===== src/rtl/td4_pkg.sv =====
// Shared encodings for the TD4 fetch/execute sequencer: opcodes, FSM states,
// operand and destination selects.
package td4_pkg;

    localparam int OP_W = 4;

    localparam logic [OP_W-1:0] OP_ADD_A  = 4'b0000;
    localparam logic [OP_W-1:0] OP_MOV_AB = 4'b0001;
    localparam logic [OP_W-1:0] OP_IN_A   = 4'b0010;
    localparam logic [OP_W-1:0] OP_MOV_AI = 4'b0011;
    localparam logic [OP_W-1:0] OP_MOV_BA = 4'b0100;
    localparam logic [OP_W-1:0] OP_ADD_B  = 4'b0101;
    localparam logic [OP_W-1:0] OP_IN_B   = 4'b0110;
    localparam logic [OP_W-1:0] OP_MOV_BI = 4'b0111;
    localparam logic [OP_W-1:0] OP_OUT_B  = 4'b1001;
    localparam logic [OP_W-1:0] OP_OUT_I  = 4'b1011;
    localparam logic [OP_W-1:0] OP_JNC    = 4'b1110;
    localparam logic [OP_W-1:0] OP_JMP    = 4'b1111;

    typedef enum logic {
        ST_FETCH,
        ST_EXEC
    } state_t;

    typedef enum logic [1:0] {
        OPND_ZERO,
        OPND_A,
        OPND_B,
        OPND_IN
    } opnd_sel_t;

    typedef enum logic [2:0] {
        DEST_NONE,
        DEST_A,
        DEST_B,
        DEST_OUT,
        DEST_PC
    } dest_sel_t;

endpackage


===== src/rtl/td4_decode.sv =====
// Combinational opcode decoder: maps the instruction's opcode field to operand
// source, destination register and jump/illegal flags.
module td4_decode
    import td4_pkg::*;
(
    input  logic [OP_W-1:0] op,
    output opnd_sel_t       operand_sel,
    output dest_sel_t       dest_sel,
    output logic            imm_zero,
    output logic            is_jmp,
    output logic            is_jnc,
    output logic            illegal
);

    always_comb begin
        operand_sel = OPND_ZERO;
        dest_sel    = DEST_NONE;
        imm_zero    = 1'b0;
        is_jmp      = 1'b0;
        is_jnc      = 1'b0;
        illegal     = 1'b0;
        case (op)
            OP_ADD_A:  begin operand_sel = OPND_A;    dest_sel = DEST_A; end
            OP_ADD_B:  begin operand_sel = OPND_B;    dest_sel = DEST_B; end
            OP_MOV_AI: begin operand_sel = OPND_ZERO; dest_sel = DEST_A; end
            OP_MOV_BI: begin operand_sel = OPND_ZERO; dest_sel = DEST_B; end
            OP_MOV_AB: begin operand_sel = OPND_B;  dest_sel = DEST_A;   imm_zero = 1'b1; end
            OP_MOV_BA: begin operand_sel = OPND_A;  dest_sel = DEST_B;   imm_zero = 1'b1; end
            OP_IN_A:   begin operand_sel = OPND_IN; dest_sel = DEST_A;   imm_zero = 1'b1; end
            OP_IN_B:   begin operand_sel = OPND_IN; dest_sel = DEST_B;   imm_zero = 1'b1; end
            OP_OUT_B:  begin operand_sel = OPND_B;  dest_sel = DEST_OUT; imm_zero = 1'b1; end
            OP_OUT_I:  begin operand_sel = OPND_ZERO; dest_sel = DEST_OUT; end
            OP_JMP:    begin dest_sel = DEST_PC; is_jmp = 1'b1; end
            OP_JNC:    begin dest_sel = DEST_PC; is_jnc = 1'b1; end
            default:   illegal = 1'b1;
        endcase
    end

endmodule


===== src/rtl/td4_sequencer.sv =====
// TD4 fetch/execute control: fetches an instruction over req/ack, decodes it,
// computes the result and drives the Im bus, the load strobes and the carry flag.
module td4_sequencer
    import td4_pkg::*;
#(
    parameter int W = 4
) (
    input  logic           CLK,
    input  logic           CLR,
    input  logic [W-1:0]   pc_in,
    input  logic [W-1:0]   reg_a,
    input  logic [W-1:0]   reg_b,
    input  logic [W-1:0]   in_port,
    output logic [W-1:0]   rom_addr,
    output logic           rom_req,
    input  logic           rom_ack,
    input  logic [2*W-1:0] rom_data,
    output logic [W-1:0]   im_out,
    output logic           load_a_n,
    output logic           load_b_n,
    output logic           load_out_n,
    output logic           load_pc_n,
    output logic           carry,
    output logic           illegal
);

    localparam int IW = 2 * W;

    state_t          state;
    logic [IW-1:0]   ir;
    logic [OP_W-1:0] dec_op;
    opnd_sel_t       operand_sel;
    dest_sel_t       dest_sel;
    logic            imm_zero;
    logic            is_jmp;
    logic            is_jnc;
    logic            dec_illegal;
    logic [W-1:0]    imm;
    logic [W-1:0]    imm_eff;
    logic [W-1:0]    operand;
    logic [W:0]      sum;
    logic            accept;

    assign rom_addr = pc_in;

    // In FETCH the decoder looks at the incoming word so the strobes can be
    // registered on accept; in EXEC it looks at ir for operand and carry control.
    assign dec_op = (state == ST_EXEC) ? ir[IW-1 -: OP_W] : rom_data[IW-1 -: OP_W];

    td4_decode u_decode (
        .op          (dec_op),
        .operand_sel (operand_sel),
        .dest_sel    (dest_sel),
        .imm_zero    (imm_zero),
        .is_jmp      (is_jmp),
        .is_jnc      (is_jnc),
        .illegal     (dec_illegal)
    );

    assign imm     = ir[W-1:0];
    assign imm_eff = imm_zero ? '0 : imm;

    always_comb begin
        operand = '0;
        case (operand_sel)
            OPND_A:  operand = reg_a;
            OPND_B:  operand = reg_b;
            OPND_IN: operand = in_port;
            default: operand = '0;
        endcase
    end

    assign sum    = {1'b0, operand} + {1'b0, imm_eff};
    assign accept = (state == ST_FETCH) && rom_req && rom_ack;

    // load_pc_n low in EXEC only happens on a taken jump, where the target is imm.
    always_comb begin
        im_out = pc_in;
        if (state == ST_EXEC) begin
            im_out = load_pc_n ? sum[W-1:0] : imm;
        end
    end

    always_ff @(posedge CLK or posedge CLR) begin
        if (CLR) begin
            state      <= ST_FETCH;
            ir         <= '0;
            carry      <= 1'b0;
            rom_req    <= 1'b0;
            illegal    <= 1'b0;
            load_a_n   <= 1'b1;
            load_b_n   <= 1'b1;
            load_out_n <= 1'b1;
            load_pc_n  <= 1'b0;
        end else begin
            case (state)
                ST_FETCH: begin
                    rom_req <= 1'b1;
                    if (accept) begin
                        state      <= ST_EXEC;
                        ir         <= rom_data;
                        rom_req    <= 1'b0;
                        load_a_n   <= (dest_sel != DEST_A);
                        load_b_n   <= (dest_sel != DEST_B);
                        load_out_n <= (dest_sel != DEST_OUT);
                        load_pc_n  <= !(is_jmp || (is_jnc && !carry));
                        illegal    <= dec_illegal;
                    end
                end
                ST_EXEC: begin
                    state      <= ST_FETCH;
                    rom_req    <= 1'b1;
                    if (!dec_illegal) begin
                        carry <= sum[W];
                    end
                    load_a_n   <= 1'b1;
                    load_b_n   <= 1'b1;
                    load_out_n <= 1'b1;
                    load_pc_n  <= 1'b0;
                    illegal    <= 1'b0;
                end
                default: state <= ST_FETCH;
            endcase
        end
    end

endmodule

===== config.mk =====
export PLATFORM = sky130hd
export DESIGN_NAME = td4_sequencer
export DESIGN_NICKNAME = d
export VERILOG_FILES = /design/src/rtl/td4_pkg.sv /design/src/rtl/td4_decode.sv /design/src/rtl/td4_sequencer.sv
export SDC_FILE = /design/constraint.sdc
export NUM_CORES = 1
export LEC_CHECK = 0
export CAP_MARGIN = 5
export CORE_MARGIN = 2
export CORE_UTILIZATION = 60
export CTS_CLUSTER_DIAMETER = 200
export DETAILED_ROUTE_END_ITERATION = 10
export DONT_BUFFER_PORTS = 1
export GPL_TIMING_DRIVEN = 0
export PLACE_DENSITY = 0.76
export SLEW_MARGIN = 10
export SYNTH_ARGS = -nofsm -noshare
export SYNTH_HDL_FRONTEND = slang
export SYNTH_SLANG_ARGS = --single-unit

===== constraint.sdc =====
create_clock -name CLK -period 3.23 [get_ports CLK]
set_clock_uncertainty 0.2 [all_clocks]
set_input_delay 0.1615 -clock CLK [delete_from_list [all_inputs] [get_ports CLK]]
set_output_delay 0.1615 -clock CLK [all_outputs]
set_load 0.02 [all_outputs]

==> impl_metrics.sql, run 1 <==
INSERT INTO impl_metrics (metric_group, metric, value, unit) VALUES
('outcome', 'outcome', 'complete, but fails checks', ''),
('outcome', 'failing_checks', 'hold timing', ''),
('sta', 'hold_slack', '-0.00121', 'ns'),
('power', 'vdd.ir_drop.worst', '0.337', 'mV'),
('sta', 'max_slew_margin', '59.1', '%'),
('detailed_routing', 'drt_pass1_iterations', '4', ''),
('sta', 'max_slew.worst_pin.slew', '0.613', 'ns'),
('yosys', 'synth_area', '0.00116', 'mm2'),
('detailed_routing', 'wirelength', '2.55', 'mm'),
('critical_path', 'critical_path.endpoint_type', 'output pin', ''),
('detailed_routing', 'met2RoutedLength', '1.24', 'mm'),
('global_routing', 'groute.usage.overall', '24.4', '%'),
('finish', 'final.fill_count', '138', ''),
('yosys', 'synthDistinctLibCells', '36', ''),
('clock_network', 'cts.reportedPaths.clkPinSlew', '0.09', 'ns'),
('detailed_routing', 'routed-wl-met3', '177', 'um'),
('detailed_routing', 'wl_met1', '1.10', 'mm'),
('clock_network', 'cts_tree', 'done', ''),
('critical_path', 'timing_worst_setup_path_type', 'reg2out', ''),
('clock_network', 'numCtsBuffers', '3', ''),
('detailed_routing', 'antenna_violating_nets_left', '0', ''),
('die', 'floorplan.die_area', '0.00230', 'mm2'),
('placed_design', 'port-buffer-count', '0', ''),
('power', 'power_density_normalized_to_cell_area', '509', 'mW/mm2'),
('placed_design', 'dpl.hpwl', '1.84', 'mm'),
('die', 'num_io_pins', '42', ''),
('yosys', 'synth.avg_cell_area', '9.75', 'um2'),
('yosys', 'seq_area_frac_synth', '34.8', '%'),
('critical_path', 'setup.worst_path.start_class', 'flip-flop', ''),
('placed_design', 'place.gp.congestion', '0.846', ''),
('detailed_routing', 'drt-initial-drc-count', '14', ''),
('die', 'placeableCoreArea', '0.00176', 'mm2'),
('global_routing', 'grt.overflow.total', '0', ''),
('detailed_routing', 'topRoutingLayerUsed', 'met4', ''),
('clock_network', 'clkSinkCount', '16', ''),
('hold_path', 'timing.hold.worst.class', 'in2reg', ''),
('yosys', 'ys_ff_latch', '16', ''),
('sta', 'final-setup-viol-count', '0', ''),
('yosys', 'synth_flop_cell', 'dfrtp_1', ''),
('critical_path', 'cp_num_buf_inv', '3', ''),
('sta', 'period_minus_slack', '3.10', 'ns'),
('die', 'fp-row-count', '15', ''),
('finish', 'most_common_cell_after_layout_fill_and_taps_aside', 'nand2_1', ''),
('finish', 'insertedDiodeCount', '0', ''),
('critical_path', 'timing.critical_path.arrival', '2.74', 'ns'),
('sta', 'rsz0062_at_grt', 'true', ''),
('finish', 'mostFrequentLayoutCells', '15 x nand2_1, 13 x dfrtp_1, 12 x dlygate4sd3_1', ''),
('clock_network', 'max-clock-path-buffers', '2', ''),
('global_routing', 'largest_net_degree_at_the_start_of_global_routing', '17', ''),
('sta', 'report.final.hold_viol_count', '1', ''),
('global_routing', 'antenna_violations_before_repair', '0', ''),
('die', 'dieWidth', '48.0', 'um'),
('critical_path', 'crit_path_max_fanout', '10', ''),
('yosys', 'async_reset_ff_share', '100', '%'),
('finish', 'design.final.nets', '169', ''),
('sta', 'timing.setup.tns', '0', 'ns'),
('job', 'cap_violations', '0', ''),
('clock_network', 'clock_tree.root_cell', 'clkbuf_4', ''),
('sta', 'fin_crit_sh', '95.9', '%'),
('detailed_routing', 'vias', '957', ''),
('finish', 'final_core_util', '78.1', '%'),
('power', 'power.static_leakage', '0.629', 'nW'),
('global_routing', 'grt_pass1_wl', '3.84', 'mm'),
('critical_path', 'cpPeakStageDelay', '0.38', 'ns'),
('detailed_routing', 'post-route-drc-count', '0', ''),
('global_routing', 'via_count_of_the_first_global_routing_pass', '886', ''),
('critical_path', 'critical_path_required', '2.87', 'ns'),
('finish', 'layout-area-overhead-vs-synth', '18.8', '%'),
('detailed_routing', 'route.detailed.vias_per_inst', '5.94', ''),
('yosys', 'syn_nets', '151', ''),
('yosys', 'post_synth_inst_count', '119', '');
[per-layer routing]
layer  global-route usage (%)  up-vias
met5                        0        -
li1                         -      449
met1                     32.8      463
met2                     38.9       40
met3                     5.28        5
met4                     8.11        0
[stage by stage]
stage                     power, mW  area (um2)  std cells  worst slack, ns  hold slack, ns
final                         0.701        1380        161            0.133        -0.00121
after global routing          0.742        1380        161          -0.0183          0.0407
after CTS                     0.695        1360        161           0.0375         0.00775
after detailed placement      0.538        1190        144            0.272         -0.0456
after global placement        0.527        1190        144            0.313         -0.0557
after floorplan               0.492        1160        119            0.479          -0.127
[worst paths after layout]
check,depth (start not counted),slack (ns),startpoint,to
max,11,0.13,state,im_out[3]
min,3,-0.001,rom_ack,load_a_n
max reg2reg,10,0.67,state,carry
min reg2reg,2,0.32,ir[2],ir[2]
max in group asynchronous,2,2.26,CLR,ir[5]
min in group asynchronous,2,0.17,CLR,ir[7]
[synth_stat cells (3+ instances only)]
| library cell | instances | area (um2) |
|---|---|---|
| nor2b_1 | 3 | 18.8 |
| and2b_1 | 3 | 22.5 |
| ha_1 | 4 | 50.1 |
| buf_6 | 3 | 33.8 |
| mux2_2 | 5 | 56.3 |
| o2bb2ai_1 | 4 | 35.0 |
| nor3_1 | 4 | 20.0 |
| dfrtp_1 | 13 | 325 |
| nand3_1 | 3 | 15.0 |
| nor2_1 | 9 | 33.8 |
| buf_4 | 4 | 30.0 |
| nand2_1 | 15 | 56.3 |
| a21oi_1 | 8 | 40.0 |
| dfstp_2 | 3 | 78.8 |
| mux2i_1 | 11 | 110 |
[where the power goes]
group          internal [mW]  switching [mW]  total (mW)
Clock                 0.0689          0.0687       0.138
Sequential             0.240          0.0578       0.297
Combinational          0.128           0.137       0.266
Total                  0.437           0.264       0.701
[registers in the layout, indices dropped and copies added (netlist names)]
signal and cells:
state 1, load_pc_n 1, rom_req 1, illegal 1, load_b_n 1, load_a_n 1
load_out_n 1, carry 1, ir 8
[cell type report]
cell class	instances	area, um2	share of cell area (%)
Clock buffer	4	36.3	2.63
Tap cell	25	31.3	2.27
Inverter	3	13.8	0.999
Multi-Input combinational cell	90	673	48.9
Timing Repair Buffer	13	128	9.26
Sequential cell	16	404	29.3
Buffer	10	91.3	6.63
[worst register-to-register path, cell delays in order (launching register included)]
cell and delay [ns]:
dfrtp_1 0.38, buf_6 0.14, buf_12 0.14, a21oi_2 0.14
mux2i_2 0.26, and2b_1 0.21, ha_1 0.22, fa_2 0.36
a21o_1 0.16, a21oi_1 0.15, a21oi_1 0.08
[logic make-up after synthesis]
| logic type | share of synthesized area (%) |
|---|---|
| and+or+nand+nor | 19.1 |
| DFF | 34.8 |
| buffers and inverters | 9.06 |
| muxes | 16.3 |
| xor gates and xnor gates | 0.755 |
| adders and majority gates | 6.04 |
| AOI/OAI and AO/OA | 13.9 |
[repair_timing]
action                     4_1_cts  5_1_grt
hold buffers                    12        0
hold endpoints to repair        28        0
cloned                           0        0
setup buffers                    1        0
setup endpoints to repair        2        3
resized for setup                2        4
pin swaps                        0        0
No activity file was read; power rests on OpenSTA's default activity.
==> run 2: changes to the inputs <==
--- a/config.mk
+++ b/config.mk
@@ -11,7 +11,9 @@
 export CTS_CLUSTER_DIAMETER = 200
 export DETAILED_ROUTE_END_ITERATION = 10
 export DONT_BUFFER_PORTS = 1
+export GPL_ROUTABILITY_DRIVEN = 0
 export GPL_TIMING_DRIVEN = 0
+export HOLD_SLACK_MARGIN = 0.1
 export PLACE_DENSITY = 0.76
 export SLEW_MARGIN = 10
 export SYNTH_ARGS = -nofsm -noshare
==> run 2 against run 1 <==
  * The run now ends clean
  * First-iteration DRC count did not move
  * Die area is the same
  * Largest cell class unchanged
  * Routed wire length grew 0.35%
  * Highest routed layer unchanged
  * Cell count up 0.62%
==> impl_metrics.sql, run 2 (same netlist as run 1, synthesis figures left out) <==
INSERT INTO impl_metrics (metric_group, metric, value, unit) VALUES
('critical_path', 'cpLargestDelayFamily', 'compound AO/OA/AOI/OAI gates', ''),
('die', 'floorplan.die_area', '0.00230', 'mm2'),
('global_routing', 'grt.overflow.total', '0', ''),
('power', 'seqPwrFrac', '42.4', '%'),
('sta', 'fin_crit_sh', '95.9', '%'),
('global_routing', 'via_count_of_the_first_global_routing_pass', '885', ''),
('critical_path', 'critical_path_required', '2.87', 'ns'),
('finish', 'largest_register_ffs', '8', ''),
('placed_design', 'port-buffer-count', '0', ''),
('power', 'clock_power_share', '19.6', '%'),
('die', 'num_io_pins', '42', ''),
('critical_path', 'worstPathCellList', 'buf_6 -> buf_12 -> a21oi_2 -> mux2i_2 -> buf_4 -> nor2b_1 -> ha_1 -> a21o_1 -> a21oi_1 -> nand4_1 -> nand3_2', ''),
('placed_design', 'placed_cells_incl_taps', '144', ''),
('clock_network', 'cts.reportedPaths.clkPinSlew', '0.10', 'ns'),
('critical_path', 'crit_path_max_fanout', '10', ''),
('sta', 'report.final.hold_viol_count', '0', ''),
('die', 'initial_core_util', '65.7', '%'),
('sta', 'final-setup-viol-count', '0', ''),
('critical_path', 'timing_worst_setup_path_type', 'reg2out', ''),
('finish', 'mostFrequentLayoutCells', '15 x nand2_1, 13 x dfrtp_1, 13 x dlygate4sd3_1', ''),
('die', 'dieWidth', '48.0', 'um'),
('detailed_routing', 'vias', '960', ''),
('finish', 'finish.instance_area', '0.00139', 'mm2'),
('power', 'power.switching_fraction', '37.6', '%'),
('sta', 'slew_violations', '0', ''),
('job', 'cap_violations', '0', ''),
('placed_design', 'pre_cts_slack', '0.272', 'ns'),
('detailed_routing', 'antenna_violating_nets_left', '0', ''),
('clock_network', 'max-clock-path-buffers', '2', ''),
('critical_path', 'critical_path.endpoint_type', 'output pin', ''),
('sta', 'hold_slack', '0.152', 'ns'),
('finish', 'post_route_cells_drive_above_1_share', '22.6', '%'),
('critical_path', 'cp_num_buf_inv', '3', ''),
('placed_design', 'dpl.hpwl', '1.84', 'mm'),
('finish', 'post_layout_nonfiller_instances', '162', ''),
('detailed_routing', 'detail_route.wl_per_cell', '15.8', 'um'),
('sta', 'timing.final.ws_setup', '0.133', 'ns'),
('clock_network', 'cts.htree.levels', '1', ''),
('sta', 'period_minus_slack', '3.10', 'ns'),
('detailed_routing', 'route.detailed.vias_per_inst', '5.93', ''),
('detailed_routing', 'post-route-drc-count', '0', ''),
('power', 'post-layout-total-power', '702', 'uW'),
('clock_network', 'numCtsBuffers', '3', ''),
('global_routing', 'largest_net_degree_at_the_start_of_global_routing', '17', ''),
('clock_network', 'clkSinkCount', '16', ''),
('power', 'switching_power', '264', 'uW'),
('power', 'comb_pwr_share', '38.0', '%'),
('detailed_routing', 'drt_pass1_iterations', '4', ''),
('power', 'power.static_leakage', '0.633', 'nW'),
('die', 'fp-row-count', '15', ''),
('global_routing', 'antenna_violations_before_repair', '0', ''),
('detailed_routing', 'drt-initial-drc-count', '14', ''),
('power', 'vdd.ir_drop.worst', '0.337', 'mV'),
('power', 'power_density_normalized_to_cell_area', '506', 'mW/mm2'),
('finish', 'top_register', 'ir', ''),
('clock_network', 'clock_tree.root_cell', 'clkbuf_4', ''),
('finish', 'insertedDiodeCount', '0', ''),
('clock_network', 'clkLatencyLatePin', '0.30', 'ns'),
('die', 'fp.dieH', '48.0', 'um'),
('die', 'placeableCoreArea', '0.00176', 'mm2'),
('sta', 'max_slew_margin', '58.8', '%'),
('finish', 'layout-area-overhead-vs-synth', '19.6', '%'),
('critical_path', 'timing.critical_path.slowest_stage_cell', 'dfrtp_1', ''),
('detailed_routing', 'wirelength', '2.56', 'mm'),
('finish', 'design.final.nets', '170', ''),
('critical_path', 'timing.critical_path.arrival', '2.74', 'ns'),
('outcome', 'outcome', 'finished clean', ''),
('hold_path', 'timing.hold.worst.class', 'in2reg', ''),
('power', 'cellInternalPower', '438', 'uW'),
('global_routing', 'groute.usage.overall', '24.5', '%'),
('sta', 'rsz0062_at_grt', 'true', ''),
('sta', 'timing.setup.tns', '0', 'ns'),
('finish', 'final_core_util', '78.7', '%'),
('clock_network', 'cts_tree', 'done', ''),
('placed_design', 'dpl_cell_area', '0.00119', 'mm2'),
('finish', 'most_common_cell_after_layout_fill_and_taps_aside', 'nand2_1', ''),
('critical_path', 'cpPeakStageDelay', '0.38', 'ns'),
('critical_path', 'setup.worst_path.start_class', 'flip-flop', ''),
('sta', 'fmax', '0.323', 'GHz'),
('global_routing', 'grt_pass1_wl', '3.86', 'mm'),
('sta', 'max_slew.worst_pin.slew', '0.617', 'ns');
[run 2: cell count changes in the layout (fill, tap and decap cells not counted)]
cell           previous run  this run
dlygate4sd3_1            12        13
[run 2: worst register-to-register path: stages (launching register included)]
cell	delay [ns]
dfrtp_1	0.38
buf_6	0.14
buf_12	0.14
a21oi_2	0.14
mux2i_2	0.26
and2b_1	0.21
ha_1	0.22
fa_2	0.36
a21o_1	0.16
a21oi_1	0.15
a21oi_1	0.08
[run 2: worst paths after layout]
kind | startpoint | to | slack, ns | cells past startpoint
setup / recovery | state | im_out[3] | 0.13 | 11
hold / removal | reg_b[3] | carry | 0.15 | 4
setup reg to reg | state | carry | 0.67 | 10
hold reg to reg | ir[2] | ir[2] | 0.32 | 2
max in group asynchronous | CLR | ir[5] | 2.26 | 2
min in group asynchronous | CLR | ir[7] | 0.17 | 2
[run 2: layout make-up]
cell class | instances | area (um2)
plain buffers | 10 | 91.3
clock buffers | 4 | 36.3
fillers | 137 | 377
inverters | 3 | 13.8
multi-input cells | 90 | 673
flip-flops and latches | 16 | 404
well taps | 25 | 31.3
repair buffers | 14 | 138
[run 2: power groups by stage]
stage               Clock, mW  Sequential, mW  Combinational, mW
finish                  0.138           0.297              0.267
global placement            0           0.297              0.230
global route            0.147           0.302              0.294
floorplan                   0           0.288              0.204
CTS                     0.139           0.296              0.260
detailed placement          0           0.301              0.238
[run 2: what timing repair did]
item,CTS,global route
hold buffers,13,0
endpoints found under the hold margin,29,0
setup endpoints to repair,2,3
resized for setup,2,4
buffers inserted,1,0
[run 2: layer usage]
layer	global-route usage (%)	wire length (um)	share of wire, %
met5	0	0	0
met2	39.2	1250	49
met4	8.11	34	1.3
met1	33.0	1100	43
met3	5.28	178	6.9
